`config.mk`:
```
export PLATFORM = sky130hd
export DESIGN_NAME = instruction_fetch_unit
export DESIGN_NICKNAME = d
export VERILOG_FILES = /design/src/rtl/instruction_fetch_unit.sv
export SDC_FILE = /design/constraint.sdc
export NUM_CORES = 1
export LEC_CHECK = 0
export CAP_MARGIN = 0
export CORE_ASPECT_RATIO = 1.2
export CORE_MARGIN = 3
export CORE_UTILIZATION = 50
export DETAILED_ROUTE_END_ITERATION = 12
export PLACE_DENSITY = 0.78
export SKIP_CTS_REPAIR_TIMING = 1
export SLEW_MARGIN = 20
export SYNTH_ARGS = -nofsm -noshare
export SYNTH_HDL_FRONTEND = slang
export SYNTH_SLANG_ARGS = --single-unit
```
`constraint.sdc`:
```
create_clock -name CLK -period 6.09 [get_ports CLK]
set_clock_uncertainty 0.15 [all_clocks]
set_input_delay 0.9135 -clock CLK [delete_from_list [all_inputs] [get_ports CLK]]
set_output_delay 0.9135 -clock CLK [all_outputs]
set_load 0.005 [all_outputs]
```
`src/rtl/instruction_fetch_unit.sv`:
```
// instruction_fetch_unit: owns the PC and fetches from instruction memory
// over a req/ack handshake. It feeds the IF/ID register with the fetched word,
// its PC+4, a load enable and a clear. While decode is stalled it buffers one
// word. On a taken branch it flushes IF/ID and discards any fetch in flight.
// Optional build macro FETCH_PERF_CNT_EN adds the saturating Fetch_Count and
// Flush_Count outputs.
module instruction_fetch_unit #(
  parameter logic [31:0] RESET_PC = 32'h0000_0000
) (
  input  logic        CLK,
  input  logic        CLR,
  input  logic        Stall,
  input  logic        Branch_Taken,
  input  logic [31:0] Branch_Target,
  output logic        Mem_Req,
  output logic [31:0] Mem_Addr,
  input  logic [31:0] Mem_Data,
  input  logic        Mem_Ack,
  output logic [31:0] Instr_Out,
  output logic [31:0] PC4_Out,
  output logic        LE_Out,
  output logic        Flush_Out,
  output logic [31:0] PC_Out
`ifdef FETCH_PERF_CNT_EN
  ,
  output logic [31:0] Fetch_Count,
  output logic [31:0] Flush_Count
`endif
);

  typedef enum logic [1:0] {
    ST_REQ   = 2'd0,
    ST_HOLD  = 2'd1,
    ST_DRAIN = 2'd2
  } state_t;

  state_t      state_q, state_d;
  logic [31:0] pc_q, pc_d;
  logic        req_q, req_d;
  logic [31:0] addr_q, addr_d;
  logic [31:0] instr_q, instr_d;
  logic [31:0] pc4_q, pc4_d;
  logic        le_q, le_d;
  logic        flush_q, flush_d;
  // The hold buffer is only meaningful while in ST_HOLD; leaving HOLD
  // (delivery or redirect) is what invalidates it.
  logic [31:0] buf_instr_q, buf_instr_d;
  logic [31:0] buf_pc4_q, buf_pc4_d;

  logic        ack;
  logic [31:0] pc_plus4;
  logic [31:0] branch_pc;
  logic        unused_target_bits;

  // An ack only counts against an outstanding request.
  assign ack                = Mem_Ack & req_q;
  assign pc_plus4           = pc_q + 32'd4;
  assign branch_pc          = {Branch_Target[31:2], 2'b00};
  assign unused_target_bits = ^Branch_Target[1:0];

  // Next-state and next-output logic; Branch_Taken outranks Stall and Ack.
  always_comb begin
    state_d     = state_q;
    pc_d        = pc_q;
    req_d       = req_q;
    addr_d      = addr_q;
    instr_d     = instr_q;
    pc4_d       = pc4_q;
    le_d        = 1'b0;
    flush_d     = 1'b0;
    buf_instr_d = buf_instr_q;
    buf_pc4_d   = buf_pc4_q;

    case (state_q)
      ST_REQ: begin
        if (Branch_Taken) begin
          pc_d    = branch_pc;
          flush_d = 1'b1;
          if (ack || !req_q) begin
            // Nothing left outstanding: go straight to the new target.
            req_d   = 1'b1;
            addr_d  = branch_pc;
            state_d = ST_REQ;
          end else begin
            // Request still open: keep it stable and swallow its data later.
            state_d = ST_DRAIN;
          end
        end else if (!req_q) begin
          // First cycle after reset: raise the request at the current PC.
          req_d  = 1'b1;
          addr_d = pc_q;
        end else if (ack) begin
          pc_d = pc_plus4;
          if (Stall) begin
            buf_instr_d = Mem_Data;
            buf_pc4_d   = pc_plus4;
            req_d       = 1'b0;
            state_d     = ST_HOLD;
          end else begin
            instr_d = Mem_Data;
            pc4_d   = pc_plus4;
            le_d    = 1'b1;
            addr_d  = pc_plus4;
          end
        end
      end

      ST_HOLD: begin
        if (Branch_Taken) begin
          pc_d    = branch_pc;
          flush_d = 1'b1;
          req_d   = 1'b1;
          addr_d  = branch_pc;
          state_d = ST_REQ;
        end else if (!Stall) begin
          // Deliver the buffered word and issue the next request together.
          instr_d = buf_instr_q;
          pc4_d   = buf_pc4_q;
          le_d    = 1'b1;
          req_d   = 1'b1;
          addr_d  = pc_q;
          state_d = ST_REQ;
        end
      end

      ST_DRAIN: begin
        if (Branch_Taken) begin
          pc_d    = branch_pc;
          flush_d = 1'b1;
          if (ack) begin
            // The stale request completed in the same cycle; it is done.
            addr_d  = branch_pc;
            state_d = ST_REQ;
          end
        end else if (ack) begin
          // Stale data is dropped; restart at the redirected PC.
          addr_d  = pc_q;
          state_d = ST_REQ;
        end
      end

      default: begin
        state_d = ST_REQ;
      end
    endcase
  end

  // State and output registers, cleared asynchronously by CLR.
  always_ff @(posedge CLK or negedge CLR) begin
    if (!CLR) begin
      state_q     <= ST_REQ;
      pc_q        <= RESET_PC;
      req_q       <= 1'b0;
      addr_q      <= RESET_PC;
      instr_q     <= 32'd0;
      pc4_q       <= 32'd0;
      le_q        <= 1'b0;
      flush_q     <= 1'b0;
      buf_instr_q <= 32'd0;
      buf_pc4_q   <= 32'd0;
    end else begin
      state_q     <= state_d;
      pc_q        <= pc_d;
      req_q       <= req_d;
      addr_q      <= addr_d;
      instr_q     <= instr_d;
      pc4_q       <= pc4_d;
      le_q        <= le_d;
      flush_q     <= flush_d;
      buf_instr_q <= buf_instr_d;
      buf_pc4_q   <= buf_pc4_d;
    end
  end

  assign Mem_Req   = req_q;
  assign Mem_Addr  = addr_q;
  assign Instr_Out = instr_q;
  assign PC4_Out   = pc4_q;
  assign LE_Out    = le_q;
  assign Flush_Out = flush_q;
  assign PC_Out    = pc_q;

`ifdef FETCH_PERF_CNT_EN
  logic [31:0] fetch_cnt_q, fetch_cnt_d;
  logic [31:0] flush_cnt_q, flush_cnt_d;

  // Saturating counters of IF/ID loads and IF/ID flushes.
  always_comb begin
    fetch_cnt_d = fetch_cnt_q;
    flush_cnt_d = flush_cnt_q;
    if (le_q && (fetch_cnt_q != 32'hFFFF_FFFF)) begin
      fetch_cnt_d = fetch_cnt_q + 32'd1;
    end
    if (flush_q && (flush_cnt_q != 32'hFFFF_FFFF)) begin
      flush_cnt_d = flush_cnt_q + 32'd1;
    end
  end

  // Counter registers, cleared with the rest of the unit.
  always_ff @(posedge CLK or negedge CLR) begin
    if (!CLR) begin
      fetch_cnt_q <= 32'd0;
      flush_cnt_q <= 32'd0;
    end else begin
      fetch_cnt_q <= fetch_cnt_d;
      flush_cnt_q <= flush_cnt_d;
    end
  end

  assign Fetch_Count = fetch_cnt_q;
  assign Flush_Count = flush_cnt_q;
`endif

endmodule

```
# Yosys cells after proc, flatten, opt, wreduce, memory -nomap -nowiden
# Index checks and enable logic that the tools add are counted.
word_totals:
  elab_cells: 96
  out_inout_bits: 131
  register_bits: 197
  in_bits: 69
classes:
  add_sub_neg: 1
  n_reduce_logical: 14
  n_eq_ne: 17
  muxes: 52
  bitwise_logic: 2
op_table:
  columns: ["cell", "count"]
  rows:
  - ["2-to-1 mux 32 bit", 24]
  - ["one-hot mux 32 bit (2 select lines)", 3]
  - ["one-hot mux 32 bit (3 select lines)", 1]
  - ["adder 32 x 3 -> 32 bit (second input constant)", 1]
  - ["2-to-1 mux 2 bit", 8]
  - ["inequality test 3 bit (second input constant)", 5]
  - ["inequality test 2 bit (second input constant)", 7]
  - ["2-to-1 mux 1 bit", 13]
  - ["AND reduction 5 bit", 2]
  - ["inequality test 4 bit (second input constant)", 2]
  - ["AND reduction 7 bit", 1]
  - ["one-hot mux 2 bit (3 select lines)", 1]
  - ["AND reduction 6 bit", 1]
  - ["one-hot mux 1 bit (2 select lines)", 2]
  - ["AND reduction 4 bit", 1]
  - ["nonzero test 2 bit", 2]
  - ["AND reduction 3 bit", 1]
  - ["nonzero test 3 bit", 1]
  - ["OR reduction 3 bit", 1]
  - ["equality test 2 x 1 -> 1 bit (second input constant)", 1]
  - ["equality test 2 bit (second input constant)", 1]
  - ["logical NOT 2 bit", 1]
  - ["inequality test 2 x 1 -> 1 bit (second input constant)", 1]
  - ["OR reduction 2 bit", 1]
  - ["other kinds (4)", 4]

# Logic depth before layout (Yosys ltp)
# Gate-level depths: netlist of the first run.
logic_depth:
  depth_word: 6
  ltp_mapped: 9

# Worst setup path before layout of the first run
# OpenSTA, ideal clock, no wires.
synth_path:
  path_type: "in2reg"
  startpoint: "input port Stall"
  endpoint: "register addr_q[31], in the netlist Mem_Addr[31]"
  arrival_ns: 2.083
  n_path_buf: 1
  cell_stages: 6
  required_time_ns: 5.806
  setup_slack_ns: 3.723
  setup_ns: 0.134
  cell_sequence: "nor2b_1 > a22o_1 > or3_1 > buf_2 > a221oi_1 > o22ai_1"
synth_between:
  elab_chain_len: 2
  word_cells_on_any_way: 3
synth_rtl:
  columns: ["item", "line_no", "source"]
  rows:
  - ["start, declared", "12", "input logic Stall,"]
  - ["inequality test 4 bit (no line) / inequality test 3 bit (equally long branches)", null, null]
  - ["AND reduction 6 bit (no line) *", null, null]
  - ["end signal, assigned", "165", "addr_q <= addr_d;"]
  - ["end, declared", "40", "logic [31:0] addr_q, addr_d;"]
# Mark *: on every way between the ends. The rest lies on a longest branch, timed or not.
# A chain may end at the register's enable or synchronous reset.

# Final worst setup path of the first run
layout_path:
  startpoint: "input port Mem_Ack"
  endpoint: "register instr_q[1], in the netlist Instr_Out[1]"
layout_between:
  elab_chain_len: 3
layout_rtl:
  columns: ["item", "line_no", "source"]
  rows:
  - ["start, declared", "18", "input logic Mem_Ack,"]
  - ["AND 1 bit", "56", "assign ack = Mem_Ack & req_q;"]
  - ["inequality test 2 bit (no line)", null, null]
  - ["AND reduction 7 bit (no line)", null, null]
  - ["end signal, assigned", "166", "instr_q <= instr_d;"]
  - ["end, declared", "41", "logic [31:0] instr_q, instr_d;"]
# No other way between the ends.

==> flow_summary_export.csv, run 1 <==
group,metric,value,unit
timing,post-route-period-util,51.2,%
status,status,"finished, final reports clean",
yosys,synth.avg_cell_area,8.84,sq um
placed_design,hpwl,17800,microns
global_route,grt_overflow,0,
finish,fillers,1595,
routing,first_pass_iters,5,
yosys,synthFlopType,"dfrtp_1",
global_route,antenna_found_initial,0,
worst_setup_path,endpoint_kind,"flop",
yosys,yosysTopAreaCellShare,49.0,%
finish,syn_to_final_growth,26.2,%
finish,drive_gt1_share,5.46,%
die,die_area,21100,sq um
worst_setup_path,crit_type,"input pin to flop",
cts,cts_tree,"done",
worst_setup_path,crit_chain,"clkdlybuf4s50_1, and3_1, o21ai_4, buf_4, o21ai_0",
cts,clock_latency,0.44,ns
die,die_h,159,microns
timing,rsz0062_at_grt,"false",
worst_setup_path,crit_slowest_cell,"buf_4",
worst_hold_path,hold_class,"input pin to asynchronous set/reset pin",
timing,maxSlewViolCount,0,
pwr,leakage,5.20,nW
timing,relSlewSlack,31.9,%
yosys,yosysSeqAreaShare,49.0,%
timing,period_minus_slack,3.12,ns
yosys,yosys_warnings,0,
finish,diodes,0,
die,initial_core_util,51.3,%
yosys,synth-async-reset-ratio,100,%
placed_design,globalplace.congestion,0.925,
yosys,syn_inst,1098,
die,boundaryPins,200,
cts,numCtsBuffers,17,
timing,final_hold_viol_count,0,
die,die_w,133,microns
die,rows,55,
routing,vias_per_cell,5.69,
timing,setup_tns,0,ns
worst_setup_path,timing.rr.start,"PC_Out[2]$_DFFE_PN0P_",
yosys,synth-edff-count,0,
worst_setup_path,crit_family,"buffers and inverters",
routing,drt-initial-drc-count,587,
cts,clockBufferDepth,2,
yosys,synthTopCellsByArea,"dfrtp_1, nand2_1, o21ai_0",
routing,wl,26400,microns
yosys,synthTopCellsByCount,"nand2_1, dfrtp_1, o21ai_0, a21oi_1",
die,coreArea,18900,sq um
timing,holdWs,0.325,ns
global_route,grtUsageMet3,4.99,%
routing,drc,0,
routing,antenna_left,0,
global_route,use_met2,40.0,%
global_route,grt_util_met1,34.6,%
routing,avgRoutedWirePerCell,17.6,microns
yosys,ys_types,64,
worst_setup_path,path_buf_inv,2,
job,maxCapViolCount,0,
yosys,synth_top_cell_by_area,"dfrtp_1",
finish,fin_area,12200,sq um
yosys,netlist_area,9700,sq um
global_route,grt_pass1_vias,8079,
cts,clkTransAtPathRegs,0.08,ns
cts,root_buffer,"clkbuf_16",
placed_design,dp.cells,1470,
timing,fmax,0.321,GHz
pwr,p_total,0.00662,W
cts,clock_sinks,190,
finish,layoutNonFillerInstCount,1502,
timing,setup_viol,0,
global_route,grt_usage,25.2,%
worst_setup_path,critPathMaxStageDelay,0.63,ns
worst_setup_path,path_max_fanout,70,
pwr,powerDensity,541,nW/um^2
cts,h-tree-depth,4,
worst_setup_path,crit_path_start_kind,"input pin",
timing,tightest_slew,1.02,ns
finish,fin_nets,1307,
global_route,grt_pass1_wl,42800,microns
yosys,ys_seq_elements,190,
placed_design,portBuffers,193,
placed_design,place_area,11700,sq um
global_route,grt_busiest_layer,"met2",
worst_setup_path,arrival,3.25,ns
yosys,synth.most_common_cell,"nand2_1",
routing,vias,8552,
worst_setup_path,critPathRequiredTime,6.23,ns
global_route,grt_max_degree,77,
pwr,irDropWorstVdd,0.373,mV
worst_setup_path,cp-startpoint,"Mem_Ack",
## worst paths after layout
check / endpoint / cells after the start / slack, ns
setup / recovery: Instr_Out[1]$_DFFE_PN0P_ / 5 / 2.97
hold / removal: Mem_Addr[3]$_DFFE_PN0P_ / 1 / 0.33
setup reg to reg: PC4_Out[28]$_DFFE_PN0P_ / 6 / 3.14
hold reg to reg: buf_instr_q[18]$_DFFE_PN0P_ / 2 / 0.33
max in group asynchronous: buf_pc4_q[3]$_DFFE_PN0P_ / 2 / 4.21
min in group CLK: buf_instr_q[18]$_DFFE_PN0P_ / 2 / 0.33
## sequential cells by signal (all words and copies together), names as in the netlist
register / cells
buf_pc4_q: 30
PC4_Out: 30
state_q: 2
Flush_Out: 1
LE_Out: 1
Mem_Addr: 31
Instr_Out: 32
Mem_Req: 1
PC_Out: 30
buf_instr_q: 32
## layout by cell type, fill, tap and decap left out, types with 9 or more instances in the layout
cell type,instances
a21oi_1,57
a2bb2oi_1,9
a31oi_1,18
and3_1,21
buf_4,13
clkbuf_16,17
clkdlybuf4s50_1,191
dfrtp_1,190
inv_1,10
mux2i_1,42
nand2_1,278
nand3_1,18
nor2_1,51
nor2b_1,10
nor3_1,18
nor4_1,13
o21ai_0,108
o21ai_1,12
o221ai_1,9
o22ai_1,12
xnor2_1,18
## cells by family (layout without fill, tap and decap cells)
family | Yosys count | after routing | share of synthesized area [%]
simple gates | 460 | 460 | 22.1
compound gates | 271 | 271 | 16.6
flops | 190 | 190 | 49.0
buf+inv | 104 | 249 | 4.98
mux | 42 | 42 | 4.33
xor+xnor | 25 | 25 | 2.26
fa+ha+maj | 5 | 5 | 0.645
other cells | 1 | 4 | 0.0386
## routing by layer
metal	vias up	wire length, microns	share of wire (%)
met5	-	0	0
met4	0	555	2.1
met3	44	1970	7.5
met2	386	12300	47
met1	4038	11600	44
li1	4084	-	-
## report_power, final
part	total (W)	internal, W	switching, W
sequential	0.00239	0.00186	0.000529
clock	0.00111	0.000580	0.000529
combinational	0.00312	0.00148	0.00164
## stage by stage
| step | utilization [%] | worst slack [ns] |
|---|---|---|
| finish | 64.7 | 2.97 |
| global route | 64.7 | 2.81 |
| CTS | 64.7 | 2.99 |
| detailed placement | 61.6 | 2.52 |
| global placement | 61.6 | 2.60 |
| floorplan | - | 3.72 |
## area by class of cell
class	count	area (sq um)	area share [%]
clock inverter	14	146	1.20
sequential	190	4750	38.8
tap	256	320	2.62
clock buffer	18	429	3.51
timing repair buffer	206	2030	16.6
multi-input combinational	807	4520	36.9
inverter	11	41.3	0.337
No activity file was read; power rests on OpenSTA's default activity.
==> run 2, diff against run 1 <==
Clock period 6.09 ns to 2.96 ns, I/O delays scaled along.
==> run 2 against run 1 <==
Sequential share of layout area shrank 1.2 points. Sequential power grew 100%. Combinational power increased by 120%. Total power up 110%. Critical path type is now flop to flop. Largest cell class unchanged.
==> flow_summary_export.csv, run 2 (same netlist as run 1, synthesis figures left out) <==
group,metric,value,unit
status,status,"finished, final reports clean",
routing,vias,8663,
timing,final_hold_viol_count,0,
routing,drt-initial-drc-count,559,
pwr,irDropWorstVdd,0.553,mV
pwr,power.internal,0.00856,W
worst_setup_path,reg2reg_setup_slack,0.35,ns
pwr,pwr-share-comb,48.7,%
die,die_area,21100,sq um
global_route,grt_usage,25.7,%
pwr,p_seq_share,34.2,%
worst_hold_path,min_from,"Branch_Taken",
timing,tightest_slew,0.625,ns
placed_design,dp_slack,0.261,ns
routing,avgRoutedWirePerCell,17.8,microns
die,rows,55,
timing,rsz0062_at_grt,"false",
cts,root_buffer,"clkbuf_16",
routing,vias_per_cell,5.65,
global_route,use_met2,41.4,%
timing,period_minus_slack,2.61,ns
finish,most-common-layout-cells,"nand2_1, clkdlybuf4s50_1, dfrtp_1",
timing,fmax,0.383,GHz
job,maxCapViolCount,0,
global_route,grt_max_degree,63,
pwr,p_clk_share,17.1,%
die,coreArea,18900,sq um
worst_hold_path,hold_class,"input pin to flop",
worst_hold_path,hold_path_depth,3,
finish,syn_to_final_growth,30.2,%
timing,holdWs,0.224,ns
global_route,grt_busiest_layer,"met2",
global_route,grt_pass1_wl,43600,microns
die,die_w,133,microns
finish,fin_nets,1338,
timing,post-route-period-util,88.3,%
finish,diodes,0,
global_route,antenna_found_initial,0,
worst_setup_path,arrival,2.74,ns
die,initial_core_util,51.3,%
routing,first_pass_iters,8,
cts,cts_tree,"done",
global_route,grt_overflow,0,
cts,h-tree-depth,4,
timing,maxSlewViolCount,0,
worst_setup_path,crit_type,"flop to flop",
cts,numCtsBuffers,17,
cts,clkTransAtPathRegs,0.07,ns
global_route,grt_pass1_vias,8320,
worst_setup_path,path_max_fanout,11,
placed_design,hpwl,19100,microns
worst_setup_path,endpoint_kind,"flop",
timing,relSlewSlack,58.3,%
pwr,switching_share,39.7,%
pwr,p_total,0.0142,W
worst_hold_path,worstHoldEndpoint,"LE_Out$_DFF_PN0_",
global_route,grtUsageMet3,5.56,%
finish,drive_gt1_share,7.75,%
pwr,leakage,5.42,nW
worst_setup_path,crit_path_start_kind,"flop",
cts,clockBufferDepth,2,
finish,final_common_cell,"nand2_1",
worst_setup_path,worstRegToRegCells,7,
worst_setup_path,critPathRequiredTime,3.09,ns
die,die_h,159,microns
cts,clock_latency,0.43,ns
worst_setup_path,r2r_end,"Mem_Addr[19]$_DFFE_PN0P_",
placed_design,portBuffers,193,
routing,wl,27300,microns
pwr,power.switching,0.00564,W
worst_setup_path,timing.rr.start,"state_q[0]$_DFFE_PN0P_",
routing,drc,0,
pwr,powerDensity,1120,nW/um^2
cts,clock_sinks,190,
placed_design,globalplace.congestion,0.965,
global_route,grt_util_met1,34.3,%
die,boundaryPins,200,
routing,antenna_left,0,
timing,setup_tns,0,ns
timing,setup_viol,0,
timing,finalWorstSetupSlack,0.346,ns
==> run 2: how the worst max path moves through the flow <==
| stage | start | endpoint | cells past startpoint |
|---|---|---|---|
| 6_report | state_q[0]$_DFFE_PN0P_ | Mem_Addr[19]$_DFFE_PN0P_ | 7 |
| 4_1_cts | state_q[0]$_DFFE_PN0P_ | Mem_Addr[3]$_DFFE_PN0P_ | 7 |
| 3_3_place_gp | Stall | Mem_Addr[11]$_DFFE_PN0P_ | 7 |
| 2_1_floorplan | PC_Out[2]$_DFFE_PN0P_ | PC_Out[28]$_DFFE_PN0P_ | 7 |
| 3_5_place_dp | Stall | Mem_Addr[11]$_DFFE_PN0P_ | 7 |
| 5_1_grt | state_q[1]$_DFFE_PN0P_ | Mem_Addr[3]$_DFFE_PN0P_ | 7 |
==> run 2: metal layers <==
layer  share of wire, %  wire length (microns)  vias up
li1                   -                      -     4140
met1                 42                  11500     4082
met2                 47                  12800      373
met3                7.6                   2070       68
met4                3.1                    838        0
met5                  0                      0        -
==> run 2: power by group through the flow <==
stage                     sequential [W]  clock, W  combinational (W)
after floorplan                  0.00465         0            0.00373
after global placement           0.00483         0            0.00670
after detailed placement         0.00489         0            0.00687
after CTS                        0.00485   0.00246            0.00692
after global routing             0.00504   0.00258            0.00756
final                            0.00486   0.00242            0.00692
==> run 2: layout make-up <==
class	instances	area [sq um]
Tap cell	256	320
Multi-Input combinational cell	807	4520
Inverter	11	41.3
Timing Repair Buffer	237	2380
Fill cell	1554	6290
Sequential cell	190	4750
Clock buffer	18	439
Clock inverter	14	185
==> run 2: critical path: stages (launching register included) <==
cell	delay, ns
dfrtp_1	0.44
inv_1	0.11
ha_1	0.32
nand2_1	0.14
a21oi_1	0.37
or3_1	0.56
buf_4	0.25
o221ai_1	0.13
==> run 2: stage by stage <==
step           util (%)  std cells  cell area, sq um
6_report           66.8       1533             12600
5_1_grt            66.8       1533             12600
4_1_cts            66.7       1532             12600
3_5_place_dp       63.4       1500             12000
3_3_place_gp       63.4       1500             12000
2_1_floorplan         -       1101              9710
